[src/rtl/rv_enc_pkg.sv]
// Shared RV32I encode/decode definitions: instruction formats, field positions and the NOP word.
package rv_enc_pkg;

    typedef enum logic [2:0] {
        FMT_R  = 3'd0,
        FMT_I  = 3'd1,
        FMT_S  = 3'd2,
        FMT_SB = 3'd3,
        FMT_U  = 3'd4,
        FMT_UJ = 3'd5
    } fmt_e;

    localparam logic [31:0] NOP_INSTR = 32'h0000_0013;

    localparam int OPCODE_LSB = 0;
    localparam int RD_LSB     = 7;
    localparam int FUNC3_LSB  = 12;
    localparam int RS1_LSB    = 15;
    localparam int RS2_LSB    = 20;
    localparam int FUNC7_LSB  = 25;

    // Immediate widths carried by the short (I/S/SB) and long (U/UJ) formats.
    localparam int IMM_SHORT_W = 12;
    localparam int IMM_LONG_W  = 20;

    typedef struct packed {
        logic        err;
        logic [31:0] instr;
    } enc_result_t;

endpackage

[src/rtl/enc_fifo.sv]
// Count-based output FIFO holding {err, addr, instr} entries for the instruction encoder.
module enc_fifo #(
    parameter int               DEPTH     = 4,
    parameter int               ADDR_W    = 32,
    parameter logic [ADDR_W-1:0] BASE_ADDR = '0
) (
    input  logic              clk_i,
    input  logic              rst_i,
    input  logic              push_i,
    input  logic              push_err_i,
    input  logic [ADDR_W-1:0] push_addr_i,
    input  logic [31:0]       push_instr_i,
    input  logic              pop_i,
    output logic              full_o,
    output logic              empty_o,
    output logic              head_err_o,
    output logic [ADDR_W-1:0] head_addr_o,
    output logic [31:0]       head_instr_o
);

    localparam int PTR_W   = $clog2(DEPTH);
    localparam int CNT_W   = PTR_W + 1;
    localparam int ENTRY_W = 1 + ADDR_W + 32;
    localparam logic [ENTRY_W-1:0] RST_ENTRY = {1'b0, BASE_ADDR, 32'h0};

    logic [ENTRY_W-1:0] mem_q [DEPTH];
    logic [ENTRY_W-1:0] mem_d [DEPTH];
    logic [PTR_W-1:0]   wr_ptr_q, wr_ptr_d;
    logic [PTR_W-1:0]   rd_ptr_q, rd_ptr_d;
    logic [CNT_W-1:0]   count_q, count_d;
    logic               do_push, do_pop;

    assign full_o  = (count_q == CNT_W'(DEPTH));
    assign empty_o = (count_q == '0);
    assign do_push = push_i && !full_o;
    assign do_pop  = pop_i && !empty_o;

    assign {head_err_o, head_addr_o, head_instr_o} = mem_q[rd_ptr_q];

    // NOTE: every always_comb output gets a default first so no path can infer a latch.
    always_comb begin
        mem_d    = mem_q;
        wr_ptr_d = wr_ptr_q;
        rd_ptr_d = rd_ptr_q;
        count_d  = count_q;
        if (do_push) begin
            mem_d[wr_ptr_q] = {push_err_i, push_addr_i, push_instr_i};
            wr_ptr_d        = wr_ptr_q + PTR_W'(1);
        end
        if (do_pop) begin
            rd_ptr_d = rd_ptr_q + PTR_W'(1);
        end
        case ({do_push, do_pop})
            2'b10:   count_d = count_q + CNT_W'(1);
            2'b01:   count_d = count_q - CNT_W'(1);
            default: count_d = count_q;
        endcase
    end

    // NOTE: state updates use non-blocking assignments so all flops sample the same pre-edge values.
    always_ff @(posedge clk_i) begin
        if (rst_i) begin
            // NOTE: storage is reset too, so the head outputs show the defined idle word after reset.
            for (int i = 0; i < DEPTH; i++) begin
                mem_q[i] <= RST_ENTRY;
            end
            wr_ptr_q <= '0;
            rd_ptr_q <= '0;
            count_q  <= '0;
        end else begin
            mem_q    <= mem_d;
            wr_ptr_q <= wr_ptr_d;
            rd_ptr_q <= rd_ptr_d;
            count_q  <= count_d;
        end
    end

endmodule

[src/rtl/instr_encode_unit.sv]
// Packs RV32I fields into instruction words and buffers them, address-tagged, for the imem loader.
module instr_encode_unit
    import rv_enc_pkg::*;
#(
    parameter int               DEPTH     = 4,
    parameter int               ADDR_W    = 32,
    parameter logic [ADDR_W-1:0] BASE_ADDR = '0
) (
    input  logic              clk_i,
    input  logic              ENCrst_i,
    input  logic              in_valid_i,
    output logic              in_ready_o,
    input  logic [2:0]        fmt_i,
    input  logic [6:0]        opcode_i,
    input  logic [4:0]        rd_i,
    input  logic [4:0]        rs1_i,
    input  logic [4:0]        rs2_i,
    input  logic [2:0]        func3_i,
    input  logic [6:0]        func7_i,
    input  logic [31:0]       immed_i,
    output logic              out_valid_o,
    input  logic              out_ready_i,
    output logic [31:0]       instr_o,
    output logic [ADDR_W-1:0] addr_o,
    output logic              err_o,
    output logic [7:0]        err_cnt_o
);

    function automatic enc_result_t encode_beat(
        input fmt_e        fmt,
        input logic [6:0]  opcode,
        input logic [4:0]  rd,
        input logic [4:0]  rs1,
        input logic [4:0]  rs2,
        input logic [2:0]  func3,
        input logic [6:0]  func7,
        input logic [31:0] immed
    );
        enc_result_t res;
        logic [31:0] w;
        logic        bad;
        w   = '0;
        bad = 1'b0;
        w[OPCODE_LSB +: 7] = opcode;
        case (fmt)
            FMT_R: begin
                w[FUNC7_LSB +: 7] = func7;
                w[RS2_LSB +: 5]   = rs2;
                w[RS1_LSB +: 5]   = rs1;
                w[FUNC3_LSB +: 3] = func3;
                w[RD_LSB +: 5]    = rd;
            end
            FMT_I: begin
                w[31:20]          = immed[11:0];
                w[RS1_LSB +: 5]   = rs1;
                w[FUNC3_LSB +: 3] = func3;
                w[RD_LSB +: 5]    = rd;
                bad               = |immed[31:IMM_SHORT_W];
            end
            FMT_S: begin
                w[31:25]          = immed[11:5];
                w[11:7]           = immed[4:0];
                w[RS2_LSB +: 5]   = rs2;
                w[RS1_LSB +: 5]   = rs1;
                w[FUNC3_LSB +: 3] = func3;
                bad               = |immed[31:IMM_SHORT_W];
            end
            FMT_SB: begin
                w[31]             = immed[11];
                w[7]              = immed[10];
                w[30:25]          = immed[9:4];
                w[11:8]           = immed[3:0];
                w[RS2_LSB +: 5]   = rs2;
                w[RS1_LSB +: 5]   = rs1;
                w[FUNC3_LSB +: 3] = func3;
                bad               = |immed[31:IMM_SHORT_W];
            end
            FMT_U: begin
                w[31:12]       = immed[19:0];
                w[RD_LSB +: 5] = rd;
                bad            = |immed[31:IMM_LONG_W];
            end
            FMT_UJ: begin
                w[31]          = immed[19];
                w[19:12]       = immed[18:11];
                w[20]          = immed[10];
                w[30:21]       = immed[9:0];
                w[RD_LSB +: 5] = rd;
                bad            = |immed[31:IMM_LONG_W];
            end
            default: bad = 1'b1;
        endcase
        if (opcode[1:0] != 2'b11) begin
            bad = 1'b1;
        end
        res.err   = bad;
        res.instr = bad ? NOP_INSTR : w;
        return res;
    endfunction

    enc_result_t       enc;
    logic              fifo_full, fifo_empty, push;
    logic [ADDR_W-1:0] addr_q, addr_d;
    logic [7:0]        err_cnt_q, err_cnt_d;

    assign enc = encode_beat(fmt_e'(fmt_i), opcode_i, rd_i, rs1_i, rs2_i,
                             func3_i, func7_i, immed_i);

    // Ready depends only on the registered fill level, never on out_ready_i.
    assign in_ready_o  = !fifo_full;
    assign push        = in_valid_i && !fifo_full;
    assign out_valid_o = !fifo_empty;
    assign err_cnt_o   = err_cnt_q;

    always_comb begin
        addr_d    = addr_q;
        err_cnt_d = err_cnt_q;
        if (push) begin
            addr_d = addr_q + ADDR_W'(4);
            if (enc.err && (err_cnt_q != 8'hFF)) begin
                err_cnt_d = err_cnt_q + 8'd1;
            end
        end
    end

    always_ff @(posedge clk_i) begin
        if (ENCrst_i) begin
            addr_q    <= BASE_ADDR;
            err_cnt_q <= '0;
        end else begin
            addr_q    <= addr_d;
            err_cnt_q <= err_cnt_d;
        end
    end

    enc_fifo #(
        .DEPTH     (DEPTH),
        .ADDR_W    (ADDR_W),
        .BASE_ADDR (BASE_ADDR)
    ) u_fifo (
        .clk_i        (clk_i),
        .rst_i        (ENCrst_i),
        .push_i       (push),
        .push_err_i   (enc.err),
        .push_addr_i  (addr_q),
        .push_instr_i (enc.instr),
        .pop_i        (out_ready_i),
        .full_o       (fifo_full),
        .empty_o      (fifo_empty),
        .head_err_o   (err_o),
        .head_addr_o  (addr_o),
        .head_instr_o (instr_o)
    );

endmodule

[config.mk]
export PLATFORM = sky130hd
export DESIGN_NAME = instr_encode_unit
export DESIGN_NICKNAME = d
export VERILOG_FILES = /design/src/rtl/rv_enc_pkg.sv /design/src/rtl/enc_fifo.sv /design/src/rtl/instr_encode_unit.sv
export SDC_FILE = /design/constraint.sdc
export NUM_CORES = 1
export LEC_CHECK = 0
export BUFFER_PORTS_ARGS = -buffer_cell sky130_fd_sc_hd__buf_2
export CAP_MARGIN = 20
export CORE_MARGIN = 2
export CORE_UTILIZATION = 43
export DETAILED_ROUTE_END_ITERATION = 6
export GPL_ROUTABILITY_DRIVEN = 0
export PLACE_DENSITY = 0.66
export SYNTH_ARGS = -nofsm -noshare
export SYNTH_HDL_FRONTEND = slang
export SYNTH_SLANG_ARGS = --single-unit
[constraint.sdc]
create_clock -name clk_i -period 4.3 [get_ports clk_i]
set_input_delay 0.43 -clock clk_i [delete_from_list [all_inputs] [get_ports clk_i]]
set_output_delay 0.43 -clock clk_i [all_outputs]
set_load 0.03 [all_outputs]
Word level (Yosys, flattened, before mapping)
Cells that the tools add are included.
Storage, ports and cells
  flip-flop bits (word level): 307
  input port bits: 71
  logic and storage cells: 56
Cells by class
  add/subtract/negate cells: 6
  $lt $le $gt $ge: 3
  eq/ne operators: 10
  muxes and demuxes: 11
  bitwise logic cells: 2
  reductions and logical operators: 15
Operators by type and width (number)
  $bwmux 260: 1
  $mux 65: 3
  $pmux 25 s6: 1
  $bmux 65 s2: 1
  $demux 65 s2: 1
  $add 32x3->32 const B: 1
  $mux 32: 1
  $reduce_or 20->1: 1
  $reduce_or 12->1: 1
  $eq 3x3->1 const B: 3
  $add 8x1->8 const B: 1
  $ne 8x8->1 const B: 1
  $eq 3x2->1 const B: 2
  $ge 3x3->1 const B: 2
  $logic_not 3->1: 2
  $not 2->3: 2
  $pmux 3 s2: 1
  $logic_and 1x1->1: 5
  $add 2x1->2 const B: 2
  $add 3x1->3 const B: 1
  $eq 3x1->1 const B: 1
  $lt 3x1->1 const B: 1
  $pmux 1 s3: 1
  $reduce_or 3->1: 1
  other kinds (9): 10

Logic depth before layout (Yosys ltp)
Gate-level depths: netlist of the first run.
  word-level depth: 6
  gate-level depth with buffers: 10
  depth with buffers taken out: 9

By module
A second synthesis of the first run with hierarchy kept.
Second synthesis, totals
  cells, all modules: 1423
  area total of the unflattened synthesis: 14895.5 sq um
Modules (own cells, without submodules)
  enc_fifo: instances 1, cells an instance 1043, area each 12187.9 sq um, sequential area each 5345.1 sq um
  instr_encode_unit: instances 1, cells an instance 380, area each 2707.6 sq um, sequential area each 760.7 sq um

Least setup slack after synthesis of the first run
OpenSTA, ideal clock, no wires.
  path type: register -> register
  start point: reg u_fifo.count_q[0]
  end point: reg u_fifo.count_q[2]
  setup time: 0.070 ns
  arrival time: 2.461 ns
  data required time: 4.230 ns
  slack: 1.769 ns
  stages on the path, launching flop included: 11
  path buffers: 1
  period minus slack after synthesis: 2.531 ns
  cell sequence: dfxtp_1 > or3b_2 > and2_1 > clkbuf_1 > inv_1 > ha_1 > inv_1 > fa_1 > xor2_1 > or3_1 > a21oi_1
On the way
  longest elaborated chain between the ends: 6
  elaborated cells on any way between the ends: 13
  those cells by class: add/sub: 2; eq/ne: 3; mux: 1; reduce/logical: 7
Ends and longest elaborated chain
  start: declaration: RTL line enc_fifo.sv:30  | logic [CNT_W-1:0] count_q, count_d;
  start signal: assignment: RTL line enc_fifo.sv:74  | count_q <= count_d;
  $eq 3x3->1: RTL line enc_fifo.sv:33  | assign full_o = (count_q == CNT_W'(DEPTH));
  $logic_not 1->1: RTL line enc_fifo.sv:35, instr_encode_unit.sv:111
  $logic_and 1x1->1: RTL line instr_encode_unit.sv:111  | assign push = in_valid_i && !fifo_full;
  $logic_and 1x1->1: RTL line enc_fifo.sv:35  | assign do_push = push_i && !full_o;
  $eq 2x1->1 / $eq 2x2->1 (equally long branches): RTL line enc_fifo.sv:53  | case ({do_push, do_pop})
  $pmux 3 s2 / $reduce_bool 2->1 (equally long branches)
Several ways; a longest one is shown, not always the timed one.
A chain may end at the register's enable or synchronous reset.

Final worst setup path of the first run
  start point: reg u_fifo.rd_ptr_q[0]
  end point: out instr_o[21]
On the way
  longest elaborated chain between the ends: 4
Ends and longest elaborated chain
  start: declaration: RTL line enc_fifo.sv:29  | logic [PTR_W-1:0] rd_ptr_q, rd_ptr_d;
  start signal: assignment: RTL line enc_fifo.sv:73  | rd_ptr_q <= rd_ptr_d;
  $not 2->3 (not written as such): RTL line enc_fifo.sv:38  | assign {head_err_o, head_addr_o, head_instr_o} = mem_q[rd_ptr_q];
  $bmux 65 s2: RTL line enc_fifo.sv:38
  $mux 65 (not written as such) (2 in series): RTL line enc_fifo.sv:38
  end: declaration: RTL line instr_encode_unit.sv:23  | output logic [31:0] instr_o,
Every way passes these cells. The select of a mux whose other input is x is not followed.

==> impl_metrics.json, run 1 <==
{
  "clock_tree.root_cell": "clkbuf_16",
  "layout_common_cells": "301 x nand2_1, 295 x dfxtp_1, 180 x nor2_1, 170 x a21oi_1, 142 x buf_2",
  "synthesis.area_per_instance_sq_um": 8.729,
  "power-per-cell-area_nw_per_um2": 455.5,
  "biggest_area_consumer_among_synthesized_cells": "dfxtp_1",
  "max_freq_mhz": 331.5,
  "numPortBuffers": 143,
  "post_synthesis_cell_area_sq_um": 13450,
  "floorplan.die.width_um": 180.9,
  "antenna_found_initial": 0,
  "timing.critical_path.cells": "buf_12 -> mux4_2 -> buf_2",
  "worstRegToRegCells": 9,
  "synthFlopType": "dfxtp_1",
  "slew_headroom_pct": 33.73,
  "data_arrival_time_of_the_worst_path_ns": 2.59,
  "preCtsSetupSlack_ns": 1.039,
  "critPathLaunchType": "flip-flop",
  "crit_slowest_cell": "dfxtp_4",
  "tritoncts_num_sinks": 297,
  "drive_gt1_share_pct": 19.44,
  "h-tree-depth": 2,
  "min_path_cells": 2,
  "postCtsResizedCells": 0,
  "synth_edf_count": 0,
  "yosysUniqueCellTypes": 53,
  "leakage_nw": 5.393,
  "grt.total_usage_pct": 21.40,
  "die_area_sq_um": 32710,
  "run_status": "complete, no violations",
  "hp-class": "primary input to flip-flop",
  "cts_tree": "yes",
  "power.share.sequential_pct": 42.1,
  "grt_first_pass_wirelength_um": 57890,
  "cts.path.max_buffers": 3,
  "inserted_clock_buffers": 34,
  "drt-initial-drc-count": 762,
  "chipHeight_um": 180.9,
  "grt_pass1_vias": 10900,
  "route.detailed.wl_per_inst_um": 17.64,
  "max_cap_violations": 0,
  "wl_um": 35470,
  "final_min_period_over_clock_period_pct": 70.15,
  "most_common_library_cell_in_the_layout_ignoring_fill_and_taps": "nand2_1",
  "path_delay_family": "flip-flops",
  "switching_share_pct": 28.17,
  "grt_remaining_overflow": 0,
  "finalWorstSetupSlack_ns": 1.283,
  "finalNetCount": 1670,
  "timing.critical_path.required_ns": 3.87,
  "design.core.area_sq_um": 30670,
  "ir_worst_vdd_mv": 0.3257,
  "sequential_element_share_of_the_synthesized_area_pct": 44.20,
  "fin_tns_setup_ns": 0,
  "share_of_flip_flops_with_an_asynchronous_set_or_reset_pct": 0,
  "syn_to_final_growth_pct": 14.92,
  "max_slew.worst_pin.slew_ns": 0.9940,
  "power.share.clock_pct": 42.6,
  "ant_nets": 0,
  "hold_buffer_count_at_cts": 0,
  "worst_clock_skew_ns": 0.01882,
  "hpwlAfterDp_um": 22120,
  "route.detailed.drc": 0,
  "final_util_pct": 50.40,
  "clock_insertion_delay_worst_skew_ns": 0.51,
  "yosys_warnings": 0,
  "avgViaCountPerCell": 5.553,
  "setup_repair_after_global_routing_missed_its_margin": "false",
  "path_max_fanout": 39,
  "setup_viol_count_final": 0,
  "number_of_instances_in_the_synthesized_netlist": 1541,
  "finalHoldViolCount": 0,
  "synth_top_area_share_pct": 44.20,
  "design.portCount": 146,
  "cellInternalPower_mw": 5.059,
  "ys_ff_latch": 297,
  "largest_net_degree_at_the_start_of_global_routing": 180,
  "comb_power_share_pct": 15.3,
  "ys_top_cells_by_area": "dfxtp_1 44%, mux4_2 11%, nand2_1 8.4%, a21oi_1 6.4%, nor2_1 5.0%",
  "path_class": "flip-flop to output port",
  "path_clk_slew_ns": 0.06,
  "post-route-min-period_ns": 3.017,
  "firstDrtPassIters": 6,
  "route.vias.total": 11170,
  "worst_path_depth": 3,
  "final_slew_viol_count": 0,
  "antenna_cells_inserted": 0,
  "switchingPower_mw": 1.983,
  "end_kind": "output port",
  "slowest_delay_ns": 0.92,
  "cts.repair_timing.setup_buffer_count": 0,
  "worst-path-buf-inv": 2,
  "initial_utilization_pct": 43.86,
  "row_count": 64
}
-- area by class of cell --
class / instances / area (sq um)
fillers: 2891 / 15210
multi-input cells: 1080 / 6860
flip-flops and latches: 297 / 5951
clock buffers: 51 / 996.0
repair buffers: 165 / 934.6
well taps: 396 / 495.5
clock inverters: 9 / 172.7
inverters: 13 / 48.80
-- synth_stat cells, types with 8 or more instances --
master / instances
nor2_1: 180
a211oi_1: 10
mux2_2: 17
o21ai_0: 25
xnor2_1: 23
nand2b_1: 9
dfxtp_1: 297
clkbuf_1: 114
nor3_1: 16
nand4_1: 10
buf_4: 8
nand3b_1: 24
buf_1: 17
a22oi_1: 56
nand2_1: 301
a21oi_1: 171
mux4_2: 66
mux2i_1: 16
o31ai_1: 14
inv_1: 12
xor2_1: 8
nand3_1: 33
nor4_1: 9
a2bb2oi_1: 16
or3_1: 14
nor2b_1: 10
-- metrics by stage --
| step | hold slack, ns | power [mW] | area [sq um] | instances |
|---|---|---|---|---|
| after floorplan | 0.4287 | 3.750 | 13460 | 1542 |
| after global placement | 0.4349 | 4.105 | 14260 | 1950 |
| after detailed placement | 0.4454 | 4.112 | 14260 | 1950 |
| after CTS | 0.3111 | 7.107 | 15430 | 2010 |
| after global routing | 0.2386 | 7.325 | 15460 | 2011 |
| final | 0.2355 | 7.042 | 15460 | 2011 |
-- cell families after synthesis --
| logic type | share of synthesized area [%] |
|---|---|
| flip-flops | 44.20 |
| AO/OA/AOI/OAI | 13.72 |
| XOR/XNOR | 2.018 |
| AND/OR/NAND/NOR | 20.47 |
| other | 0.02788 |
| buffers and inverters | 5.097 |
| multiplexers | 13.66 |
| adder cells (fa/ha/maj) | 0.7999 |
-- power by group through the flow --
| stage | sequential [mW] | combinational (mW) | clock, mW |
|---|---|---|---|
| after global routing | 2.99 | 1.17 | 3.17 |
| final | 2.97 | 1.08 | 3.00 |
| after global placement | 3.03 | 1.08 | 0 |
| after detailed placement | 3.03 | 1.08 | 0 |
| after CTS | 2.97 | 1.08 | 3.05 |
| after floorplan | 2.90 | 0.850 | 0 |
-- routing by layer --
layer / part of all wire, % / global-route usage [%] / routed length [um]
met1: 45 / 28.81 / 15960
met2: 48 / 35.65 / 16920
met3: 4.9 / 3.185 / 1737
met4: 2.4 / 6.355 / 850
met5: 0 / 0 / 0
-- worst reg2reg max path, stage by stage (launching register included) --
cell and delay, ns:
dfxtp_1 0.34, or3b_2 0.63, and2_1 0.40, inv_1 0.18
ha_1 0.20, inv_1 0.06, fa_1 0.37, xor2_1 0.16
or3_1 0.30, a21oi_1 0.14
-- sequential cells by signal, indices dropped and copies added, names as in the netlist --
signal,flops
addr_q,30
err_cnt_o,8
u_fifo.count_q,3
u_fifo.mem_q,252
u_fifo.rd_ptr_q,2
u_fifo.wr_ptr_q,2
-- worst paths after layout --
check | start | endpoint | slack, ns
worst max-delay path | u_fifo.rd_ptr_q[0]$_SDFFE_PP0P_ | instr_o[21] | 1.28
worst min-delay path | ENCrst_i | err_cnt_o[5]$_SDFFE_PP0P_ | 0.24
worst max register to register | u_fifo.count_q[0]$_SDFFE_PP0P_ | u_fifo.count_q[2]$_SDFFE_PP0P_ | 1.44
worst min register to register | u_fifo.mem_q[206]$_SDFFE_PP0P_ | u_fifo.mem_q[206]$_SDFFE_PP0P_ | 0.45
No activity file was read; power rests on OpenSTA's default activity.
==> inputs of run 2 (changes only) <==
==> constraint.sdc (replaced) <==
create_clock -name clk_i -period 3.1 [get_ports clk_i]
set_input_delay 0.31 -clock clk_i [delete_from_list [all_inputs] [get_ports clk_i]]
set_output_delay 0.31 -clock clk_i [all_outputs]
set_load 0.03 [all_outputs]
==> run 2 against run 1 <==
Core utilization about the same. Worst setup slack worse by 0.87 ns. Critical path depth stayed put. Routed wire length rose by 2.1%. Register-to-register slack worse by 0.98 ns. First-iteration DRC count is 10% higher. Power grew 35%. Final area about the same. Final cell count increased by 0.45%. Non-clock buffer count up 10.
==> impl_metrics.json, run 2 (synthesis results as in run 1) <==
{
  "min_path_cells": 4,
  "finalHoldViolCount": 0,
  "firstDrtPassIters": 5,
  "data_arrival_time_of_the_worst_path_ns": 2.37,
  "inserted_clock_buffers": 34,
  "worstRegToRegCells": 9,
  "finalWorstSetupSlack_ns": 0.4165,
  "hp-class": "primary input to flip-flop",
  "route.vias.total": 11420,
  "power-per-cell-area_nw_per_um2": 614.1,
  "path_clk_slew_ns": 0.06,
  "hpwlAfterDp_um": 22820,
  "avgViaCountPerCell": 5.654,
  "drive_gt1_share_pct": 19.83,
  "grt_pass1_vias": 10940,
  "origin_of_the_critical_flop_to_flop_path": "u_fifo.count_q[0]$_SDFFE_PP0P_",
  "grt_remaining_overflow": 0,
  "regToRegSetupSlack_ns": 0.46,
  "path_class": "flip-flop to output port",
  "setup_repair_after_global_routing_missed_its_margin": "false",
  "syn_to_final_growth_pct": 15.03,
  "design.portCount": 146,
  "registers.top_by_ff_count": "u_fifo.mem_q",
  "run_status": "complete, no violations",
  "post-route-min-period_ns": 2.683,
  "worstHoldStart": "opcode_i[3]",
  "clock_insertion_delay_worst_skew_ns": 0.53,
  "antenna_cells_inserted": 0,
  "chipHeight_um": 180.9,
  "final_slew_viol_count": 0,
  "drt-initial-drc-count": 841,
  "postLayoutCellArea_sq_um": 15470,
  "fin_tns_setup_ns": 0,
  "path_max_fanout": 26,
  "layout_common_cells": "301 x nand2_1, 295 x dfxtp_1, 180 x nor2_1, 170 x a21oi_1, 142 x buf_2",
  "rr_endpoint": "u_fifo.count_q[2]$_SDFFE_PP0P_",
  "grt.total_usage_pct": 21.71,
  "row_count": 64,
  "route.detailed.wl_per_inst_um": 17.93,
  "ir_worst_vdd_mv": 0.4790,
  "max_cap_violations": 0,
  "hold_buffer_count_at_cts": 0,
  "num-fill-cells": 2847,
  "initial_utilization_pct": 43.86,
  "max_slew.worst_pin.slew_ns": 0.8131,
  "final_min_period_over_clock_period_pct": 86.56,
  "postCtsResizedCells": 0,
  "largest_reg_flops": 252,
  "timing.critical_path.required_ns": 2.79,
  "cts_tree": "yes",
  "clock_tree.root_cell": "clkbuf_16",
  "h-tree-depth": 2,
  "die_area_sq_um": 32710,
  "critPathLaunchType": "flip-flop",
  "worst_clock_skew_ns": 0.03297,
  "cts.path.max_buffers": 3,
  "ant_nets": 0,
  "tritoncts_num_sinks": 297,
  "largest_net_degree_at_the_start_of_global_routing": 123,
  "hold_end": "u_fifo.mem_q[133]$_SDFFE_PP0P_",
  "design.core.area_sq_um": 30670,
  "slew_headroom_pct": 45.03,
  "preCtsSetupSlack_ns": 0.4626,
  "holdWs_ns": 0.1969,
  "final_util_pct": 50.45,
  "grt_first_pass_wirelength_um": 58280,
  "cts.repair_timing.setup_buffer_count": 0,
  "finalNetCount": 1680,
  "antenna_found_initial": 0,
  "leakage_nw": 5.418,
  "max_freq_mhz": 372.6,
  "cell_area_after_placement_sq_um": 14410,
  "setup_viol_count_final": 0,
  "wl_um": 36220,
  "floorplan.die.width_um": 180.9,
  "route.detailed.drc": 0,
  "numPortBuffers": 143,
  "end_kind": "output port",
  "most_common_library_cell_in_the_layout_ignoring_fill_and_taps": "nand2_1"
}
==> run 2: area by class of cell <==
class	count	area (sq um)	share of cell area [%]
Clock buffer	53	1013	6.550
Timing Repair Buffer	175	1052	6.800
Sequential cell	297	5951	38.46
Clock inverter	6	52.55	0.3396
Inverter	13	48.80	0.3154
Tap cell	396	495.5	3.202
Multi-Input combinational cell	1080	6860	44.34
==> run 2: worst max-delay path by stage <==
stage | start | slack [ns] | endpoint
CTS | u_fifo.rd_ptr_q[0]$_SDFFE_PP0P_ | 0.36 | addr_o[20]
finish | u_fifo.rd_ptr_q[0]$_SDFFE_PP0P_ | 0.42 | instr_o[25]
global placement | fmt_i[2] | 0.58 | u_fifo.mem_q[87]$_SDFFE_PP0P_
global route | u_fifo.rd_ptr_q[0]$_SDFFE_PP0P_ | 0.30 | instr_o[25]
detailed placement | u_fifo.count_q[2]$_SDFFE_PP0P_ | 0.46 | u_fifo.count_q[2]$_SDFFE_PP0P_
floorplan | u_fifo.count_q[0]$_SDFFE_PP0P_ | 0.57 | u_fifo.count_q[2]$_SDFFE_PP0P_
==> run 2: metal layers <==
metal / up-vias / track usage [%] / share of wire (%)
met5: - / 0 / 0
met4: 0 / 7.645 / 2.6
met3: 64 / 3.427 / 5.8
met2: 356 / 35.80 / 48
met1: 5537 / 28.93 / 43
li1: 5465 / - / -
==> run 2: report_power, final <==
group	internal (mW)	leakage, nW	switching [mW]
clock	2.25	0.524	1.58
sequential	3.89	2.40	0.157
combinational	0.597	2.50	1.02
==> run 2: per-stage QoR <==
| stage | cells | total power [mW] |
|---|---|---|
| floorplan | 1542 | 5.202 |
| global placement | 1961 | 5.741 |
| detailed placement | 1961 | 5.762 |
| CTS | 2020 | 9.592 |
| global route | 2020 | 9.875 |
| finish | 2020 | 9.502 |
==> run 2: worst max-delay path, cell delays in order (launching register included) <==
cell and delay, ns:
dfxtp_4 0.73, buf_4 0.33, mux4_2 0.57, buf_2 0.20
